### src/rtl/lab2_multicycle_ctrl_pkg.sv
// Shared encodings for the multicycle MIPS controller: FSM states, opcodes,
// ALU operation codes, mux selects and the bundled control word.
package lab2_multicycle_ctrl_pkg;

    localparam int STATE_W = 4;

    // FSM state encoding
    localparam logic [3:0] ST_IF    = 4'd0;
    localparam logic [3:0] ST_ID    = 4'd1;
    localparam logic [3:0] ST_EX_R  = 4'd2;
    localparam logic [3:0] ST_EX_I  = 4'd3;
    localparam logic [3:0] ST_MADDR = 4'd4;
    localparam logic [3:0] ST_MRD   = 4'd5;
    localparam logic [3:0] ST_MWR   = 4'd6;
    localparam logic [3:0] ST_WB_R  = 4'd7;
    localparam logic [3:0] ST_WB_I  = 4'd8;
    localparam logic [3:0] ST_WB_M  = 4'd9;
    localparam logic [3:0] ST_BR    = 4'd10;
    localparam logic [3:0] ST_JMP   = 4'd11;
    localparam logic [3:0] ST_ERR   = 4'd12;

    // Supported opcodes
    localparam logic [5:0] OP_RTYPE = 6'b000000;
    localparam logic [5:0] OP_ADDI  = 6'b001000;
    localparam logic [5:0] OP_SLTI  = 6'b001010;
    localparam logic [5:0] OP_BEQ   = 6'b000100;
    localparam logic [5:0] OP_BNE   = 6'b000101;
    localparam logic [5:0] OP_LUI   = 6'b001111;
    localparam logic [5:0] OP_ORI   = 6'b001101;
    localparam logic [5:0] OP_LW    = 6'b100011;
    localparam logic [5:0] OP_SW    = 6'b101011;
    localparam logic [5:0] OP_J     = 6'b000010;

    // ALU operation codes
    localparam logic [2:0] ALU_R   = 3'b010;
    localparam logic [2:0] ALU_ADD = 3'b110;
    localparam logic [2:0] ALU_SLT = 3'b011;
    localparam logic [2:0] ALU_BEQ = 3'b001;
    localparam logic [2:0] ALU_LUI = 3'b100;
    localparam logic [2:0] ALU_ORI = 3'b111;
    localparam logic [2:0] ALU_BNE = 3'b101;

    // PC source select
    localparam logic [1:0] PCSRC_ALU    = 2'b00;
    localparam logic [1:0] PCSRC_ALUOUT = 2'b01;
    localparam logic [1:0] PCSRC_JUMP   = 2'b10;

    // ALU operand selects
    localparam logic       SRCA_PC      = 1'b0;
    localparam logic       SRCA_RS      = 1'b1;
    localparam logic [1:0] SRCB_RT      = 2'b00;
    localparam logic [1:0] SRCB_FOUR    = 2'b01;
    localparam logic [1:0] SRCB_IMM     = 2'b10;
    localparam logic [1:0] SRCB_IMM_SH2 = 2'b11;

    // Control word produced by the decoder each cycle
    typedef struct packed {
        logic       mem_req;
        logic       mem_we;
        logic       iord;
        logic       ir_write;
        logic       pc_write;
        logic [1:0] pc_src;
        logic       reg_write;
        logic       reg_dst;
        logic       mem_to_reg;
        logic       alu_src_a;
        logic [1:0] alu_src_b;
        logic [2:0] alu_op;
        logic       is_ori;
        logic       is_bne;
        logic       instr_done;
    } ctrl_t;

    // State that follows ID for a given opcode; unknown opcodes trap to ERR
    function automatic logic [3:0] decode_op(input logic [5:0] op);
        logic [3:0] nxt;
        case (op)
            OP_RTYPE:                        nxt = ST_EX_R;
            OP_ADDI, OP_SLTI, OP_LUI, OP_ORI: nxt = ST_EX_I;
            OP_LW, OP_SW:                    nxt = ST_MADDR;
            OP_BEQ, OP_BNE:                  nxt = ST_BR;
            OP_J:                            nxt = ST_JMP;
            default:                         nxt = ST_ERR;
        endcase
        return nxt;
    endfunction

    // ALU operation for the immediate-arithmetic group
    function automatic logic [2:0] imm_alu_op(input logic [5:0] op);
        logic [2:0] alu;
        case (op)
            OP_SLTI: alu = ALU_SLT;
            OP_LUI:  alu = ALU_LUI;
            OP_ORI:  alu = ALU_ORI;
            default: alu = ALU_ADD;
        endcase
        return alu;
    endfunction

endpackage

### src/rtl/lab2_multicycle_ctrl_if.sv
// Controller <-> datapath/memory bundle. The controller is the master: it
// consumes the opcode, ALU flag and memory ack and drives all strobes.
interface lab2_multicycle_ctrl_if;
    import lab2_multicycle_ctrl_pkg::*;

    logic [5:0]         instr_op_i;
    logic               zero_i;
    logic               mem_ack_i;

    logic               mem_req_o;
    logic               mem_we_o;
    logic               IorD_o;
    logic               IRWrite_o;
    logic               PCWrite_o;
    logic [1:0]         PCSrc_o;
    logic               RegWrite_o;
    logic               RegDst_o;
    logic               MemtoReg_o;
    logic               ALUSrcA_o;
    logic [1:0]         ALUSrcB_o;
    logic [2:0]         ALU_op_o;
    logic               isOri_o;
    logic               isBne_o;
    logic               instr_done_o;
    logic               illegal_o;
    logic [STATE_W-1:0] state_o;

    modport master (
        input  instr_op_i, zero_i, mem_ack_i,
        output mem_req_o, mem_we_o, IorD_o, IRWrite_o, PCWrite_o, PCSrc_o,
               RegWrite_o, RegDst_o, MemtoReg_o, ALUSrcA_o, ALUSrcB_o,
               ALU_op_o, isOri_o, isBne_o, instr_done_o, illegal_o, state_o
    );

    modport slave (
        output instr_op_i, zero_i, mem_ack_i,
        input  mem_req_o, mem_we_o, IorD_o, IRWrite_o, PCWrite_o, PCSrc_o,
               RegWrite_o, RegDst_o, MemtoReg_o, ALUSrcA_o, ALUSrcB_o,
               ALU_op_o, isOri_o, isBne_o, instr_done_o, illegal_o, state_o
    );
endinterface

### src/rtl/lab2_multicycle_ctrl.sv
// Multicycle MIPS-subset control FSM. Strobes are decoded from the current
// state (and ack/zero where the handshake needs a same-cycle response), and
// all outputs are forced to zero while reset is held.
module lab2_multicycle_ctrl
    import lab2_multicycle_ctrl_pkg::*;
(
    input  logic                   clk_i,
    input  logic                   rst_i,
    lab2_multicycle_ctrl_if.master bus
);

    logic [3:0] state_r;
    logic [3:0] nxt_state_s;
    logic [5:0] op_r;
    logic       illegal_r;
    ctrl_t      ctrl_s;
    ctrl_t      gated_s;

    // State, latched opcode and sticky illegal flag
    always_ff @(posedge clk_i) begin
        if (rst_i) begin
            state_r   <= ST_IF;
            op_r      <= 6'd0;
            illegal_r <= 1'b0;
        end else begin
            state_r <= nxt_state_s;
            if (state_r == ST_ID) begin
                op_r <= bus.instr_op_i;
            end else begin
                op_r <= op_r;
            end
            if (nxt_state_s == ST_ERR) begin
                illegal_r <= 1'b1;
            end else begin
                illegal_r <= illegal_r;
            end
        end
    end

    // Next-state and control-word decode
    always_comb begin
        nxt_state_s = state_r;
        ctrl_s      = '0;
        case (state_r)
            ST_IF: begin
                ctrl_s.mem_req   = 1'b1;
                ctrl_s.alu_src_a = SRCA_PC;
                ctrl_s.alu_src_b = SRCB_FOUR;
                ctrl_s.alu_op    = ALU_ADD;
                if (bus.mem_ack_i) begin
                    ctrl_s.ir_write = 1'b1;
                    ctrl_s.pc_write = 1'b1;
                    ctrl_s.pc_src   = PCSRC_ALU;
                    nxt_state_s     = ST_ID;
                end else begin
                    nxt_state_s = ST_IF;
                end
            end
            ST_ID: begin
                // Branch target is precomputed into ALUOut here
                ctrl_s.alu_src_a = SRCA_PC;
                ctrl_s.alu_src_b = SRCB_IMM_SH2;
                ctrl_s.alu_op    = ALU_ADD;
                nxt_state_s      = decode_op(bus.instr_op_i);
            end
            ST_EX_R: begin
                ctrl_s.alu_src_a = SRCA_RS;
                ctrl_s.alu_src_b = SRCB_RT;
                ctrl_s.alu_op    = ALU_R;
                nxt_state_s      = ST_WB_R;
            end
            ST_EX_I: begin
                ctrl_s.alu_src_a = SRCA_RS;
                ctrl_s.alu_src_b = SRCB_IMM;
                ctrl_s.alu_op    = imm_alu_op(op_r);
                ctrl_s.is_ori    = (op_r == OP_ORI);
                nxt_state_s      = ST_WB_I;
            end
            ST_MADDR: begin
                ctrl_s.alu_src_a = SRCA_RS;
                ctrl_s.alu_src_b = SRCB_IMM;
                ctrl_s.alu_op    = ALU_ADD;
                if (op_r == OP_SW) begin
                    nxt_state_s = ST_MWR;
                end else begin
                    nxt_state_s = ST_MRD;
                end
            end
            ST_MRD: begin
                ctrl_s.mem_req = 1'b1;
                ctrl_s.iord    = 1'b1;
                if (bus.mem_ack_i) begin
                    nxt_state_s = ST_WB_M;
                end else begin
                    nxt_state_s = ST_MRD;
                end
            end
            ST_MWR: begin
                ctrl_s.mem_req = 1'b1;
                ctrl_s.mem_we  = 1'b1;
                ctrl_s.iord    = 1'b1;
                if (bus.mem_ack_i) begin
                    ctrl_s.instr_done = 1'b1;
                    nxt_state_s       = ST_IF;
                end else begin
                    nxt_state_s = ST_MWR;
                end
            end
            ST_WB_R: begin
                ctrl_s.reg_write  = 1'b1;
                ctrl_s.reg_dst    = 1'b1;
                ctrl_s.instr_done = 1'b1;
                nxt_state_s       = ST_IF;
            end
            ST_WB_I: begin
                ctrl_s.reg_write  = 1'b1;
                ctrl_s.instr_done = 1'b1;
                nxt_state_s       = ST_IF;
            end
            ST_WB_M: begin
                ctrl_s.reg_write  = 1'b1;
                ctrl_s.mem_to_reg = 1'b1;
                ctrl_s.instr_done = 1'b1;
                nxt_state_s       = ST_IF;
            end
            ST_BR: begin
                ctrl_s.alu_src_a  = SRCA_RS;
                ctrl_s.alu_src_b  = SRCB_RT;
                ctrl_s.pc_src     = PCSRC_ALUOUT;
                ctrl_s.instr_done = 1'b1;
                if (op_r == OP_BNE) begin
                    ctrl_s.alu_op   = ALU_BNE;
                    ctrl_s.is_bne   = 1'b1;
                    ctrl_s.pc_write = ~bus.zero_i;
                end else begin
                    ctrl_s.alu_op   = ALU_BEQ;
                    ctrl_s.pc_write = bus.zero_i;
                end
                nxt_state_s = ST_IF;
            end
            ST_JMP: begin
                ctrl_s.pc_src     = PCSRC_JUMP;
                ctrl_s.pc_write   = 1'b1;
                ctrl_s.instr_done = 1'b1;
                nxt_state_s       = ST_IF;
            end
            ST_ERR: begin
                nxt_state_s = ST_ERR;
            end
            default: begin
                // Unused encodings are treated as a fault and trapped
                nxt_state_s = ST_ERR;
            end
        endcase
    end

    assign gated_s = rst_i ? '0 : ctrl_s;

    assign bus.mem_req_o    = gated_s.mem_req;
    assign bus.mem_we_o     = gated_s.mem_we;
    assign bus.IorD_o       = gated_s.iord;
    assign bus.IRWrite_o    = gated_s.ir_write;
    assign bus.PCWrite_o    = gated_s.pc_write;
    assign bus.PCSrc_o      = gated_s.pc_src;
    assign bus.RegWrite_o   = gated_s.reg_write;
    assign bus.RegDst_o     = gated_s.reg_dst;
    assign bus.MemtoReg_o   = gated_s.mem_to_reg;
    assign bus.ALUSrcA_o    = gated_s.alu_src_a;
    assign bus.ALUSrcB_o    = gated_s.alu_src_b;
    assign bus.ALU_op_o     = gated_s.alu_op;
    assign bus.isOri_o      = gated_s.is_ori;
    assign bus.isBne_o      = gated_s.is_bne;
    assign bus.instr_done_o = gated_s.instr_done;
    assign bus.illegal_o    = illegal_r & ~rst_i;
    assign bus.state_o      = rst_i ? ST_IF : state_r;

endmodule

### src/flat_wrapper.sv
// flat-port wrapper written by rule: the top's interface ports become plain ports
module lab2_multicycle_ctrl_flat import lab2_multicycle_ctrl_pkg::*;
  (clk_i, rst_i, bus_instr_op_i, bus_zero_i, bus_mem_ack_i, bus_mem_req_o, bus_mem_we_o, bus_IorD_o, bus_IRWrite_o, bus_PCWrite_o, bus_PCSrc_o, bus_RegWrite_o, bus_RegDst_o, bus_MemtoReg_o, bus_ALUSrcA_o, bus_ALUSrcB_o, bus_ALU_op_o, bus_isOri_o, bus_isBne_o, bus_instr_done_o, bus_illegal_o, bus_state_o);
  lab2_multicycle_ctrl_if bus_i ();
  input  logic clk_i;
  input  logic rst_i;
  input wire logic [$bits(bus_i.instr_op_i)-1:0] bus_instr_op_i;
  input wire logic [$bits(bus_i.zero_i)-1:0] bus_zero_i;
  input wire logic [$bits(bus_i.mem_ack_i)-1:0] bus_mem_ack_i;
  output wire logic [$bits(bus_i.mem_req_o)-1:0] bus_mem_req_o;
  output wire logic [$bits(bus_i.mem_we_o)-1:0] bus_mem_we_o;
  output wire logic [$bits(bus_i.IorD_o)-1:0] bus_IorD_o;
  output wire logic [$bits(bus_i.IRWrite_o)-1:0] bus_IRWrite_o;
  output wire logic [$bits(bus_i.PCWrite_o)-1:0] bus_PCWrite_o;
  output wire logic [$bits(bus_i.PCSrc_o)-1:0] bus_PCSrc_o;
  output wire logic [$bits(bus_i.RegWrite_o)-1:0] bus_RegWrite_o;
  output wire logic [$bits(bus_i.RegDst_o)-1:0] bus_RegDst_o;
  output wire logic [$bits(bus_i.MemtoReg_o)-1:0] bus_MemtoReg_o;
  output wire logic [$bits(bus_i.ALUSrcA_o)-1:0] bus_ALUSrcA_o;
  output wire logic [$bits(bus_i.ALUSrcB_o)-1:0] bus_ALUSrcB_o;
  output wire logic [$bits(bus_i.ALU_op_o)-1:0] bus_ALU_op_o;
  output wire logic [$bits(bus_i.isOri_o)-1:0] bus_isOri_o;
  output wire logic [$bits(bus_i.isBne_o)-1:0] bus_isBne_o;
  output wire logic [$bits(bus_i.instr_done_o)-1:0] bus_instr_done_o;
  output wire logic [$bits(bus_i.illegal_o)-1:0] bus_illegal_o;
  output wire logic [$bits(bus_i.state_o)-1:0] bus_state_o;
  assign bus_i.instr_op_i = bus_instr_op_i;
  assign bus_i.zero_i = bus_zero_i;
  assign bus_i.mem_ack_i = bus_mem_ack_i;
  assign bus_mem_req_o = bus_i.mem_req_o;
  assign bus_mem_we_o = bus_i.mem_we_o;
  assign bus_IorD_o = bus_i.IorD_o;
  assign bus_IRWrite_o = bus_i.IRWrite_o;
  assign bus_PCWrite_o = bus_i.PCWrite_o;
  assign bus_PCSrc_o = bus_i.PCSrc_o;
  assign bus_RegWrite_o = bus_i.RegWrite_o;
  assign bus_RegDst_o = bus_i.RegDst_o;
  assign bus_MemtoReg_o = bus_i.MemtoReg_o;
  assign bus_ALUSrcA_o = bus_i.ALUSrcA_o;
  assign bus_ALUSrcB_o = bus_i.ALUSrcB_o;
  assign bus_ALU_op_o = bus_i.ALU_op_o;
  assign bus_isOri_o = bus_i.isOri_o;
  assign bus_isBne_o = bus_i.isBne_o;
  assign bus_instr_done_o = bus_i.instr_done_o;
  assign bus_illegal_o = bus_i.illegal_o;
  assign bus_state_o = bus_i.state_o;
  lab2_multicycle_ctrl u_core (.clk_i(clk_i), .rst_i(rst_i), .bus(bus_i));
endmodule
### config.mk
export PLATFORM = sky130hd
export DESIGN_NAME = lab2_multicycle_ctrl_flat
export DESIGN_NICKNAME = d
export VERILOG_FILES = /design/src/rtl/lab2_multicycle_ctrl_pkg.sv /design/src/rtl/lab2_multicycle_ctrl_if.sv /design/src/rtl/lab2_multicycle_ctrl.sv /design/src/flat_wrapper.sv
export SDC_FILE = /design/constraint.sdc
export NUM_CORES = 1
export LEC_CHECK = 0
export ABC_AREA = 1
export BUFFER_PORTS_ARGS = -buffer_cell sky130_fd_sc_hd__clkbuf_2
export CAP_MARGIN = 20
export CORE_MARGIN = 2
export CORE_UTILIZATION = 44
export DETAILED_ROUTE_END_ITERATION = 6
export PLACE_DENSITY = 0.85
export SLEW_MARGIN = 30
export SYNTH_ARGS = -nofsm -noshare
export SYNTH_HDL_FRONTEND = slang
export SYNTH_SLANG_ARGS = --single-unit
export TNS_END_PERCENT = 10
### constraint.sdc
create_clock -name clk_i -period 1.2 [get_ports clk_i]
set_clock_uncertainty 0.05 [all_clocks]
set_input_delay 0.06 -clock clk_i [delete_from_list [all_inputs] [get_ports clk_i]]
set_output_delay 0.06 -clock clk_i [all_outputs]
set_load 0.03 [all_outputs]
After elaboration in Yosys (flattened, before gate mapping):

Cells that the tools add are included.

* flip-flop bits (word level): 11
* bits of input ports: 10
* output and inout port bits: 24
* logic and storage cells: 67

* equal/unequal tests: 26
* muxes and demuxes: 26
* bitwise operators: 3
* reductions and logical operators: 9

Operator list (count)
* $eq 6x4->1 const B: 7
* $pmux 6 s6: 1
* $pmux 4 s8: 1
* $eq 4x4->1 const B: 5
* $pmux 4 s5: 1
* $mux 19: 1
* $eq 6x3->1 const B: 3
* $eq 6x6->1 const B: 3
* $pmux 3 s3: 2
* $eq 4x3->1 const B: 4
* $mux 1: 13
* $mux 4: 3
* $eq 4x2->1 const B: 2
* $eq 6x2->1 const B: 1
* $logic_not 6->1: 1
* $mux 3: 2
* $reduce_or 2->1: 3
* $reduce_or 3->1: 2
* $reduce_or 5->1: 1
* $eq 4x1->1 const B: 1
* $logic_not 4->1: 1
* $reduce_or 4->1: 1
* $mux 2: 1
* $not 1->1: 2
* other kinds (2): 2

Depth between registers and ports, before layout:

Gate-level depths: netlist of the first run.

* depth in word-level cells: 5
* gate-level depth with buffers: 9
* depth with buffers taken out: 9

Least setup slack after synthesis of the first run:

No wires, ideal clock.

* kind: register to output
* start point: register u_core.state_r[3]
* end point: output bus_isOri_o
* arrival time: 1593 ps
* data required time: 1090 ps
* setup slack: -503 ps
* cell stages (with the launch flop): 4
* path buffers: 0
* path through: dfxtp_1 > nor2_2 > nand2_1 > nor4_1

* word-level cells in the longest chain between the ends: 3

Ends and longest elaborated chain
* from (decl): RTL line lab2_multicycle_ctrl.sv:12 `logic [3:0] state_r;`
* from (signal assigned): RTL line lab2_multicycle_ctrl.sv:26 `state_r <= nxt_state_s;`
* $eq 4x2->1: RTL line lab2_multicycle_ctrl.sv:44 `case (state_r)`
* $mux 1: RTL line lab2_multicycle_ctrl.sv:44
* $mux 19: RTL line lab2_multicycle_ctrl.sv:157 `assign gated_s = rst_i ? '0 : ctrl_s;`
* to (decl): RTL line flat_wrapper.sv:22 `output wire logic [$bits(bus_i.isOri_o)-1:0] bus_isOri_o;`

No other way between the ends.

Worst setup path after layout of the first run:

* start point: register u_core.state_r[2]
* end point: output bus_PCWrite_o

* word-level cells in the longest chain between the ends: 3
* elaborated cells on any way between the ends: 5
* classes of those cells: eq/ne (2); mux (2); reduce/logical (1)

Ends and longest elaborated chain
* $eq 4x4->1 or $logic_not 4->1 (tied branches): RTL line lab2_multicycle_ctrl.sv:44
* $pmux 3 s3 *: RTL line lab2_multicycle_ctrl.sv:44
* $mux 19 *: RTL line lab2_multicycle_ctrl.sv:157
* to (decl): RTL line flat_wrapper.sv:14 `output wire logic [$bits(bus_i.PCWrite_o)-1:0] bus_PCWrite_o;`

Every way passes the cells marked *; elsewhere a longest branch is shown, timed or not.

==> results of run 1 <==
[final timing paths]
check	to	slack, ns	cells after the start
worst max-delay path	bus_PCWrite_o	-0.58	7
worst min register to register	u_core.illegal_r	0.43	2
worst max register to register	u_core.state_r[0]	-0.47	9
worst min-delay path	u_core.op_r[4]	0.0004	3
[critical path, delay by kind of cell, from the launching register on]
| kind | cells | cell delay [ns] |
|---|---|---|
| buf+inv | 2 | 0.18 |
| compound gates | 2 | 0.29 |
| simple gates | 3 | 0.54 |
| flops | 1 | 0.38 |
[state kept, by name, indices dropped and copies added (netlist names)]
name / cells
u_core.state_r: 4
u_core.op_r: 6
u_core.illegal_r: 1
[synthesized netlist by cell type (3+ instances only)]
cell      number  area (um2)
nand2_1       31         116
inv_1         21        78.8
nor2_2         4        25.0
inv_2          6        22.5
clkbuf_1       3        11.3
a21oi_1       15        75.1
nand4_1        7        43.8
nand3_1        9        45.0
nor2_1        35         131
nor3_1         3        15.0
dfxtp_1       11         220
nor2_4         3        33.8
o21ai_0       12        60.1
[power by group through the flow]
stage / registers [uW] / logic [uW] / clock network [uW]
6_report: 742 / 2490 / 260
3_5_place_dp: 619 / 1790 / 0
4_1_cts: 648 / 2020 / 256
3_3_place_gp: 614 / 1750 / 0
5_1_grt: 748 / 2600 / 285
2_1_floorplan: 625 / 1060 / 0
[cell type report]
class,instances,area [um2],share of cell area (%)
clock buffers,4,26.3,1.53
repair buffers,68,577,33.5
well taps,27,33.8,1.96
multi-input cells,126,741,43.0
flip-flops and latches,11,240,14.0
inverters,27,104,6.03
[stage by stage]
stage                     setup WS [ns]  setup TNS (ns)  util [%]  cells
after floorplan                  -0.142           -1.12         -    169
final                            -0.583          -10.91      86.0    263
after CTS                        -0.465           -7.33      80.7    260
after detailed placement         -0.273           -3.56      69.8    255
after global placement           -0.292           -2.98      69.8    255
after global routing             -0.615          -12.77      86.0    263
[routing by layer]
metal,GRT usage (%),share of wire (%)
met3,3.27,11
met2,55.5,45
met1,32.3,34
met4,19.8,9.8
met5,0,0
[kinds of logic (layout without fill, tap and decap cells)]
group                     after synthesis  after routing  synth area share [%]
buffers and inverters                  32             99                  13.6
AOI/OAI and AO/OA                      31             31                  17.4
xor gates and xnor gates                1              1                 0.927
and+or+nand+nor                        94             94                  44.8
DFF                                    11             11                  23.3
[timing repair]
action,CTS,global route
resized for setup,56,40
hold buffers,0,0
pin swaps,8,11
endpoints found under the setup margin,33,34
buffers inserted,1,3
==> results_tabular.tex, run 1 <==
\begin{tabular}{lr}
\hline
Metric & Value \\
\hline
\multicolumn{2}{l}{\textbf{Drt}} \\
Vias per std cell & 6.00 \\
Residual DRC count & 0 \\
Drt wl/cell & 18.0 um \\
Total wire length after detailed routing & 4.74 mm \\
Initial drt markers & between 90 and 100 \\
Total via count in the routed design & 1,578 \\
First-pass iteration count of the detailed router & 7 \\
Post-detailed-route count of antenna-violating nets & 0 \\
\multicolumn{2}{l}{\textbf{Clocking}} \\
CTS tree & done \\
Number of buffers created by CTS & 3 \\
Clock tree root buffer cell & clkbuf\_4 \\
Clock sink total & 11 \\
Depth of the CTS H-tree & 1 \\
Worst-path clk slew & roughly 0.070 ns \\
Source-to-sink clock delay at the later pin of the worst-skew pair & about 0.28 ns \\
Clock buffer depth & 2 \\
\multicolumn{2}{l}{\textbf{Setup path}} \\
Crit path from & u\_core.state\_r[2] \\
Type of the worst setup path & reg -> out \\
CP Capture Type & primary output \\
Startpoint of the worst-slack reg-to-reg timing path & u\_core.state\_r[2] \\
CP arrival & 1.67 ns \\
CP Data Required Time & $\sim$1.1 ns \\
CP startpoint kind & flip-flop \\
Max FO, Critical Path & 4 \\
Chain of cells forming the critical path & nor2\_4 -> inv\_4 -> nor3\_4 -> nand2\_2 -> a21oi\_2 -> a21o\_4 -> buf\_8 \\
Standard cell with the maximum stage delay on the critical path & dfxtp\_4 \\
Stage delay of the slowest cell on the critical path & 0.38 ns \\
\multicolumn{2}{l}{\textbf{Worst hold path}} \\
Worst Hold Launch & bus\_instr\_op\_i[4] \\
Class of the worst hold path & in -> reg \\
\multicolumn{2}{l}{\textbf{Layout}} \\
Commonest cells after routing, fill and taps aside & buf\_4 (39), nand2\_1 (27), nor2\_1 (25) \\
Layout fillers & just over 100 \\
Fraction of layout cells with a size suffix above 1 & slightly above 50\% \\
Commonest non-fill, non-tap cell in the layout & buf\_4 \\
\# diodes & 0 \\
Design area & $\sim$1700 um2 \\
Layout overhead on the synthesized area & 82.3\% \\
NumNets Final & 247 \\
\multicolumn{2}{l}{\textbf{Placement}} \\
Placed Area & 1400 um2 \\
Half-perimeter wire length of the detailed placement result & 2.30 mm \\
Port-buffer cells & 33 \\
Routability congestion estimate & 0.854 \\
\multicolumn{2}{l}{\textbf{Timing}} \\
Slew at the pin closest to its max-slew limit & 0.366 ns \\
Final critical path time including I/O delays and setup & 1.78 ns \\
Final hold violation count & 0 \\
Final setup violating endpoints & 34 \\
Final worst setup slack & -0.583 ns \\
Unrepaired setup endpoints after global routing & yes \\
Final Max Tran Viols & 0 \\
Upper clock frequency limit & 561 MHz \\
Relative slew slack & approximately three quarters \\
Smallest hold slack & approximately 0.00042 ns \\
Final critical-path share of the clock period & 149\% \\
\multicolumn{2}{l}{\textbf{Die}} \\
Core Area & 2000 um2 \\
Top-level I/O count & 34 \\
Die Outline Area & 2530 um2 \\
Die Span X & 50.3 um \\
Number of placement rows & 16 \\
Initial standard-cell utilization of the core & 47.2\% \\
Die height & 50.3 um \\
\multicolumn{2}{l}{\textbf{GRT}} \\
Number of antenna violations at the first check in global routing & 0 \\
Pin count of the biggest net entering global routing & 13 \\
Via count of the first global-routing pass & 1,380 \\
Leftover overflow at the end of global routing & 0 \\
Wire length of the first global-routing pass & 5.89 mm \\
Total GRT Usage & 30.2\% \\
\multicolumn{2}{l}{\textbf{Synthesis}} \\
Sequential element share of the synthesized area & 23.3\% \\
Mapped Avg Cell Area & 5.59 um2 \\
Yosys warnings & 0 \\
Cell Area, Synth & 945 um2 \\
Post-synth cell types & 22 \\
Number of enable-type register cells in the synthesized netlist & 0 \\
Synthesized Nets & 179 \\
Ys flop type & dfxtp\_1 \\
Number of instances in the synthesized netlist & 169 \\
Post-synthesis register bit count & 11 \\
Async set-reset flop share out of synthesis & 0\% \\
\multicolumn{2}{l}{\textbf{Job}} \\
Max-capacitance violation count & 0 \\
\multicolumn{2}{l}{\textbf{Power}} \\
Total power & 3500 uW \\
Clock power share & 7.4\% \\
Ratio of total power to cell area & 2030 nW/um2 \\
Sequential power share & 21.2\% \\
Fraction of power spent switching nets & 50.9\% \\
Static Leak & 0.000837 uW \\
Combinational power share & 71.3\% \\
Max VDD drop & 1.73 mV \\
Reported net switching power & between 1500 and 2000 uW \\
Pint & $\sim$1700 uW \\
\multicolumn{2}{l}{\textbf{Outcome}} \\
Violations in the final reports & setup timing \\
Status & finished with violations \\
\hline
\end{tabular}
(Power assumes the default switching activity.)
==> inputs of run 2 (changes only) <==
- clock period: 1.2 -> 1.5 ns (I/O delays scaled with it)
==> results_tabular.tex, run 2 (synthesis gave the netlist of run 1 again) <==
\begin{tabular}{lr}
\hline
Metric & Value \\
\hline
\multicolumn{2}{l}{\textbf{Die}} \\
Die Span X & 50.3 um (unchanged) \\
Number of placement rows & 16 (unchanged) \\
Top-level I/O count & 34 (unchanged) \\
Core Area & 2000 um2 (unchanged) \\
Initial standard-cell utilization of the core & 47.2\% (unchanged) \\
Die Outline Area & 2530 um2 (unchanged) \\
Die height & 50.3 um (unchanged) \\
\multicolumn{2}{l}{\textbf{Job}} \\
Max-capacitance violation count & 0 (unchanged) \\
\multicolumn{2}{l}{\textbf{Setup path}} \\
Stage delay of the slowest cell on the critical path & 0.37 ns (was 0.38 ns) \\
Buffers plus inverters on the worst setup path & 5 (was 2) \\
Cell seen most often among critical-path stages & inv\_2 \\
CP arrival & 1.52 ns (was 1.67 ns) \\
CP Capture Type & primary output (unchanged) \\
Standard cell with the maximum stage delay on the critical path & dfxtp\_2 (was dfxtp\_4) \\
Max FO, Critical Path & 4 (unchanged) \\
Chain of cells forming the critical path & inv\_2 -> nor2\_4 -> inv\_2 -> nor2\_2 -> inv\_2 -> or2\_1 -> nand4\_1 -> nand2\_1 -> inv\_2 -> buf\_8 (was nor2\_4 -> inv\_4 -> nor3\_4 -> nand2\_2 -> a21oi\_2 -> a21o\_4 -> buf\_8) \\
Dominant delay contributor by cell family on the critical path & simple AND/OR/NAND/NOR gates (unchanged) \\
Startpoint of the worst-slack reg-to-reg timing path & u\_core.state\_r[1] (was u\_core.state\_r[2]) \\
CP Data Required Time & 1.37 ns (was 1.09 ns) \\
Type of the worst setup path & reg -> out (unchanged) \\
CP startpoint kind & flip-flop (unchanged) \\
Crit path from & u\_core.state\_r[3] (was u\_core.state\_r[2]) \\
\multicolumn{2}{l}{\textbf{Placement}} \\
Half-perimeter wire length of the detailed placement result & 1.97 mm (was 2.30 mm) \\
Port-buffer cells & 33 (unchanged) \\
Placed Area & 1190 um2 (was 1400 um2) \\
Routability congestion estimate & 0.893 (was 0.854) \\
\multicolumn{2}{l}{\textbf{Layout}} \\
Layout overhead on the synthesized area & 42.0\% (was 82.3\%) \\
Design area & 1340 um2 (was 1720 um2) \\
NumNets Final & 222 (was 247) \\
Commonest cells after routing, fill and taps aside & nor2\_1 (30), nand2\_1 (29), inv\_1 (19) (was buf\_4 (39), nand2\_1 (27), nor2\_1 (25)) \\
Max reg flops & 6 (unchanged) \\
Commonest non-fill, non-tap cell in the layout & nor2\_1 (was buf\_4) \\
Fraction of layout cells with a size suffix above 1 & 37.4\% (was 50.8\%) \\
\# diodes & 0 (unchanged) \\
Top reg by flops & u\_core.op\_r (unchanged) \\
Layout fillers & 177 (was 101) \\
Regs by FF count & u\_core.op\_r x6, u\_core.state\_r x4, u\_core.illegal\_r x1 (unchanged) \\
Area of all sequential standard cells & 238 um2 (was 240 um2) \\
Area taken by multi-input logic gates & 638 um2 (was 741 um2) \\
\multicolumn{2}{l}{\textbf{Timing}} \\
Final Max Tran Viols & 0 (unchanged) \\
Unrepaired setup endpoints after global routing & yes (unchanged) \\
Slew at the pin closest to its max-slew limit & 0.300 ns (was 0.366 ns) \\
Final critical-path share of the clock period & 110\% \\
Final critical path time including I/O delays and setup & 1.65 ns \\
Final worst setup slack & -0.149 ns (was -0.583 ns) \\
Final hold violation count & 0 (unchanged) \\
Relative slew slack & 80.0\% (was 75.6\%) \\
Upper clock frequency limit & 606 MHz \\
Final setup violating endpoints & 9 (was 34) \\
\multicolumn{2}{l}{\textbf{Drt}} \\
Drt wl/cell & 11.1 um (was 18.0 um) \\
Vias per std cell & 5.00 (was 6.00) \\
Total wire length after detailed routing & 2.64 mm (was 4.74 mm) \\
Post-detailed-route count of antenna-violating nets & 0 (unchanged) \\
Total via count in the routed design & 1,191 (was 1,578) \\
Initial drt markers & 22 (was 92) \\
First-pass iteration count of the detailed router & 4 (was 7) \\
Residual DRC count & 0 (unchanged) \\
\multicolumn{2}{l}{\textbf{Clocking}} \\
CTS tree & done (unchanged) \\
Clock buffer depth & 2 (unchanged) \\
Number of buffers created by CTS & 3 (unchanged) \\
Source-to-sink clock delay at the later pin of the worst-skew pair & 0.26 ns (was 0.28 ns) \\
Clock tree root buffer cell & clkbuf\_4 (unchanged) \\
Count of hold buffers inserted by post-cts repair & 0 (unchanged) \\
Worst-path clk slew & 0.07 ns (about the same) \\
Clock sink total & 11 (unchanged) \\
Depth of the CTS H-tree & 1 (unchanged) \\
\multicolumn{2}{l}{\textbf{Outcome}} \\
Status & finished with violations (unchanged) \\
Violations in the final reports & setup timing (unchanged) \\
\multicolumn{2}{l}{\textbf{Power}} \\
Ratio of total power to cell area & 1540 nW/um2 (was 2030 nW/um2) \\
Total power & 2070 uW (was 3500 uW) \\
Max VDD drop & 0.686 mV (was 1.73 mV) \\
Static Leak & 0.000683 uW (was 0.000837 uW) \\
\multicolumn{2}{l}{\textbf{GRT}} \\
Pin count of the biggest net entering global routing & 17 (was 13) \\
Total GRT Usage & 21.9\% (was 30.2\%) \\
Leftover overflow at the end of global routing & 0 (unchanged) \\
Number of antenna violations at the first check in global routing & 0 (unchanged) \\
Via count of the first global-routing pass & 1,067 (was 1,380) \\
Wire length of the first global-routing pass & 4.39 mm (was 5.89 mm) \\
\multicolumn{2}{l}{\textbf{Worst hold path}} \\
Worst Hold Launch & bus\_instr\_op\_i[4] (unchanged) \\
Class of the worst hold path & in -> reg (unchanged) \\
\hline
\end{tabular}
run 2: worst register-to-register path, stage by stage, from the launching register on:
cell and delay (ns):
dfxtp_4 0.37, buf_4 0.14, nor2_2 0.13, nand2_1 0.12, o21ai_0 0.23, nor2_1 0.09
nand2_1 0.07, nand2_1 0.05, a21oi_1 0.11
run 2: per-layer routing:
layer	track usage (%)	wire length (um)	part of all wire [%]	vias to the layer above
met4	6.76	21	0.80	0
li1	-	-	-	622
met3	1.79	91	3.4	2
met1	26.8	1230	47	533
met2	40.4	1300	49	34
met5	0	0	0	-
run 2: area by class of cell:
type	count	share of cell area, %
clock buffer	4	1.96
inverter	27	7.74
multi-input combinational	126	47.6
sequential	11	17.7
tap	27	2.52
timing repair buffer	43	22.5
run 2: path summary, 6_finish.rpt:
kind / end / slack (ns) / depth (start not counted)
setup / recovery: bus_ALU_op_o[2] / -0.15 / 10
hold / removal: u_core.op_r[4] / 0.04 / 3
setup reg to reg: u_core.illegal_r / 0.06 / 8
hold reg to reg: u_core.illegal_r / 0.41 / 2
run 2: where the power goes:
group | internal [uW] | leakage (uW) | switching, uW | total [uW]
Combinational | 503 | 0.000573 | 814 | 1320
Clock | 103 | 0.0000150 | 94.1 | 197
Sequential | 423 | 0.0000942 | 135 | 558
Total | 1030 | 0.000683 | 1040 | 2070
run 2: per-stage QoR:
step	instances	hold slack, ns	setup TNS, ns	utilization (%)	setup WS [ns]
floorplan	169	0.167	-0.259	-	-0.194
global placement	233	0.307	0	59.4	0.0414
detailed placement	233	0.313	0	59.4	0.0117
CTS	238	0.0321	-0.708	65.6	-0.179
global route	238	0.0553	-1.61	67.0	-0.260
finish	238	0.0360	-0.708	67.0	-0.149
run 2: repair_timing:
item | 4_1_cts | 5_1_grt
setup buffers | 1 | 0
endpoints found under the hold margin | 0 | 0
gates resized for setup | 32 | 27
pin swaps | 7 | 4
endpoints found under the setup margin | 14 | 19
==> inputs of run 3 (changes only) <==
- PLACE_DENSITY: 0.85 -> unset
- PLACE_DENSITY_LB_ADDON: unset -> 0.05
==> results_tabular.tex, run 3 (synthesis gave the netlist of run 1 again) <==
\begin{tabular}{lr}
\hline
Metric & Value \\
\hline
\multicolumn{2}{l}{\textbf{Timing}} \\
Final Max Tran Viols & 0 (unchanged) \\
Final hold violation count & 0 (unchanged) \\
Relative slew slack & 80.5\% (was 80.0\%) \\
Upper clock frequency limit & 601 MHz (was 606 MHz) \\
Final critical path time including I/O delays and setup & 1.66 ns (was 1.65 ns) \\
Unrepaired setup endpoints after global routing & yes (unchanged) \\
Final worst setup slack & -0.165 ns (was -0.149 ns) \\
Final setup violating endpoints & 12 (was 9) \\
Smallest hold slack & 0.0260 ns (was 0.0360 ns) \\
Final critical-path share of the clock period & 111\% (was 110\%) \\
Slew at the pin closest to its max-slew limit & 0.292 ns (was 0.300 ns) \\
Summed negative setup slack over all endpoints & -0.959 ns (was -0.708 ns) \\
\multicolumn{2}{l}{\textbf{Clocking}} \\
Count of hold buffers inserted by post-cts repair & 0 (unchanged) \\
Clock tree root buffer cell & clkbuf\_4 (unchanged) \\
Clock buffer depth & 2 (unchanged) \\
CTS tree & done (unchanged) \\
Depth of the CTS H-tree & 1 (unchanged) \\
Number of buffers created by CTS & 3 (unchanged) \\
Worst-path clk slew & 0.07 ns (about the same) \\
Clock sink total & 11 (unchanged) \\
Source-to-sink clock delay at the later pin of the worst-skew pair & 0.27 ns (was 0.26 ns) \\
\multicolumn{2}{l}{\textbf{Layout}} \\
Area of all sequential standard cells & 233 um2 (was 238 um2) \\
Max reg flops & 6 (unchanged) \\
NumNets Final & 224 (was 222) \\
Regs by FF count & u\_core.op\_r x6, u\_core.state\_r x4, u\_core.illegal\_r x1 (unchanged) \\
Commonest cells after routing, fill and taps aside & nor2\_1 (32), nand2\_1 (29), buf\_4 (22) (was nor2\_1 (30), nand2\_1 (29), inv\_1 (19)) \\
Fraction of layout cells with a size suffix above 1 & 35.7\% (was 37.4\%) \\
Commonest non-fill, non-tap cell in the layout & nor2\_1 (unchanged) \\
End-of-flow core utilization & 66.9\% (was 67.0\%) \\
Area taken by multi-input logic gates & 629 um2 (was 638 um2) \\
Top reg by flops & u\_core.op\_r (unchanged) \\
Layout overhead on the synthesized area & 41.7\% (was 42.0\%) \\
Filler-free cell count of the finished design & 240 (was 238) \\
\# diodes & 0 (unchanged) \\
Layout fillers & 196 (was 177) \\
\multicolumn{2}{l}{\textbf{Placement}} \\
Placed Cells incl. Taps & 234 (was 233) \\
Port-buffer cells & 33 (unchanged) \\
Setup WS pre-CTS & 0.00900 ns (was 0.0117 ns) \\
Routability congestion estimate & 0.889 (was 0.893) \\
Half-perimeter wire length of the detailed placement result & 2.05 mm (was 1.97 mm) \\
\multicolumn{2}{l}{\textbf{Setup path}} \\
Chain of cells forming the critical path & inv\_2 -> nor2\_4 -> inv\_2 -> nor2\_2 -> inv\_2 -> or2\_1 -> nand4\_1 -> nand2\_1 -> inv\_2 -> buf\_8 (unchanged) \\
Standard cell with the maximum stage delay on the critical path & dfxtp\_2 (unchanged) \\
Max FO, Critical Path & 4 (unchanged) \\
Cell seen most often among critical-path stages & inv\_2 (unchanged) \\
CP Capture Type & primary output (unchanged) \\
CP Data Required Time & 1.37 ns (about the same) \\
CP startpoint kind & flip-flop (unchanged) \\
Type of the worst setup path & reg -> out (unchanged) \\
CP arrival & 1.54 ns (was 1.52 ns) \\
Worst reg-to-reg setup slack & 0.13 ns (was 0.06 ns) \\
Stage delay of the slowest cell on the critical path & 0.35 ns (was 0.37 ns) \\
\multicolumn{2}{l}{\textbf{Drt}} \\
Drt wl/cell & 11.3 um (was 11.1 um) \\
Post-detailed-route count of antenna-violating nets & 0 (unchanged) \\
Total via count in the routed design & 1,230 (was 1,191) \\
Total wire length after detailed routing & 2.71 mm (was 2.64 mm) \\
Residual DRC count & 0 (unchanged) \\
Vias per std cell & 5.13 (was 5.00) \\
First-pass iteration count of the detailed router & 4 (unchanged) \\
Initial drt markers & 36 (was 22) \\
\multicolumn{2}{l}{\textbf{Die}} \\
Die height & 50.3 um (unchanged) \\
Top-level I/O count & 34 (unchanged) \\
Initial standard-cell utilization of the core & 47.2\% (unchanged) \\
Die Span X & 50.3 um (unchanged) \\
Die Outline Area & 2530 um2 (unchanged) \\
Core Area & 2000 um2 (unchanged) \\
Number of placement rows & 16 (unchanged) \\
\multicolumn{2}{l}{\textbf{Power}} \\
Reported net switching power & 1030 uW (was 1040 uW) \\
Sequential power share & 27.2\% (was 26.9\%) \\
Fraction of power spent switching nets & 50.8\% (was 50.4\%) \\
Combinational power share & 62.7\% (was 63.6\%) \\
Static Leak & 0.000688 uW (was 0.000683 uW) \\
Pint & 999 uW (was 1030 uW) \\
Ratio of total power to cell area & 1520 nW/um2 (was 1540 nW/um2) \\
Max VDD drop & 0.895 mV (was 0.686 mV) \\
Clock power share & 10.1\% (was 9.5\%) \\
\multicolumn{2}{l}{\textbf{GRT}} \\
Number of antenna violations at the first check in global routing & 0 (unchanged) \\
Wire length of the first global-routing pass & 4.66 mm (was 4.39 mm) \\
Via count of the first global-routing pass & 1,126 (was 1,067) \\
Pin count of the biggest net entering global routing & 18 (was 17) \\
Total GRT Usage & 24.0\% (was 21.9\%) \\
Leftover overflow at the end of global routing & 0 (unchanged) \\
\multicolumn{2}{l}{\textbf{Worst hold path}} \\
Class of the worst hold path & in -> reg (unchanged) \\
\multicolumn{2}{l}{\textbf{Job}} \\
Max-capacitance violation count & 0 (unchanged) \\
\multicolumn{2}{l}{\textbf{Outcome}} \\
Violations in the final reports & setup timing (unchanged) \\
Status & finished with violations (unchanged) \\
\hline
\end{tabular}
[run 3: timing repair]
item                       in CTS  in global routing
resized for setup              28                 26
buffers inserted                2                  0
setup endpoints to repair      15                 20
pin swaps                       2                  4
[run 3: cell type report]
cell class                 instances  share of cell area, %
tap                               27                   2.52
inverter                          27                   7.57
sequential                        11                   17.4
timing repair buffer              45                   23.6
clock buffer                       4                   1.96
multi-input combinational        126                   47.0
[run 3: final timing paths]
path	cells past startpoint	from	end
setup / recovery	10	u_core.state_r[1]	bus_ALU_op_o[2]
hold / removal	3	bus_instr_op_i[4]	u_core.op_r[4]
setup reg to reg	8	u_core.state_r[3]	u_core.illegal_r
hold reg to reg	2	u_core.illegal_r	u_core.illegal_r
[run 3: power groups by stage]
stage | Combinational, uW | Sequential, uW | Clock, uW
2_1_floorplan | 823 | 498 | 0
3_3_place_gp | 1110 | 516 | 0
3_5_place_dp | 1130 | 521 | 0
4_1_cts | 1230 | 536 | 218
5_1_grt | 1420 | 565 | 228
6_report | 1270 | 552 | 206
[run 3: worst max-delay path: cells and delay by family, from the launching register on]
family / cells / cell delay [ns]
and+or+nand+nor: 5 / 0.57
buffers and inverters: 5 / 0.35
DFF: 1 / 0.35
[run 3: stage by stage]
stage	total power [uW]	instance area, um2
final	2030	1340
after global routing	2210	1340
after CTS	1980	1310
after detailed placement	1650	1200
after global placement	1620	1200
after floorplan	1320	951
[run 3: routing by layer]
layer / GRT usage [%] / routed length (um) / vias up
li1: - / - / 628
met1: 29.3 / 1210 / 557
met2: 40.8 / 1290 / 41
met3: 4.76 / 162 / 4
met4: 10.4 / 39 / 0
met5: 0 / 0 / -
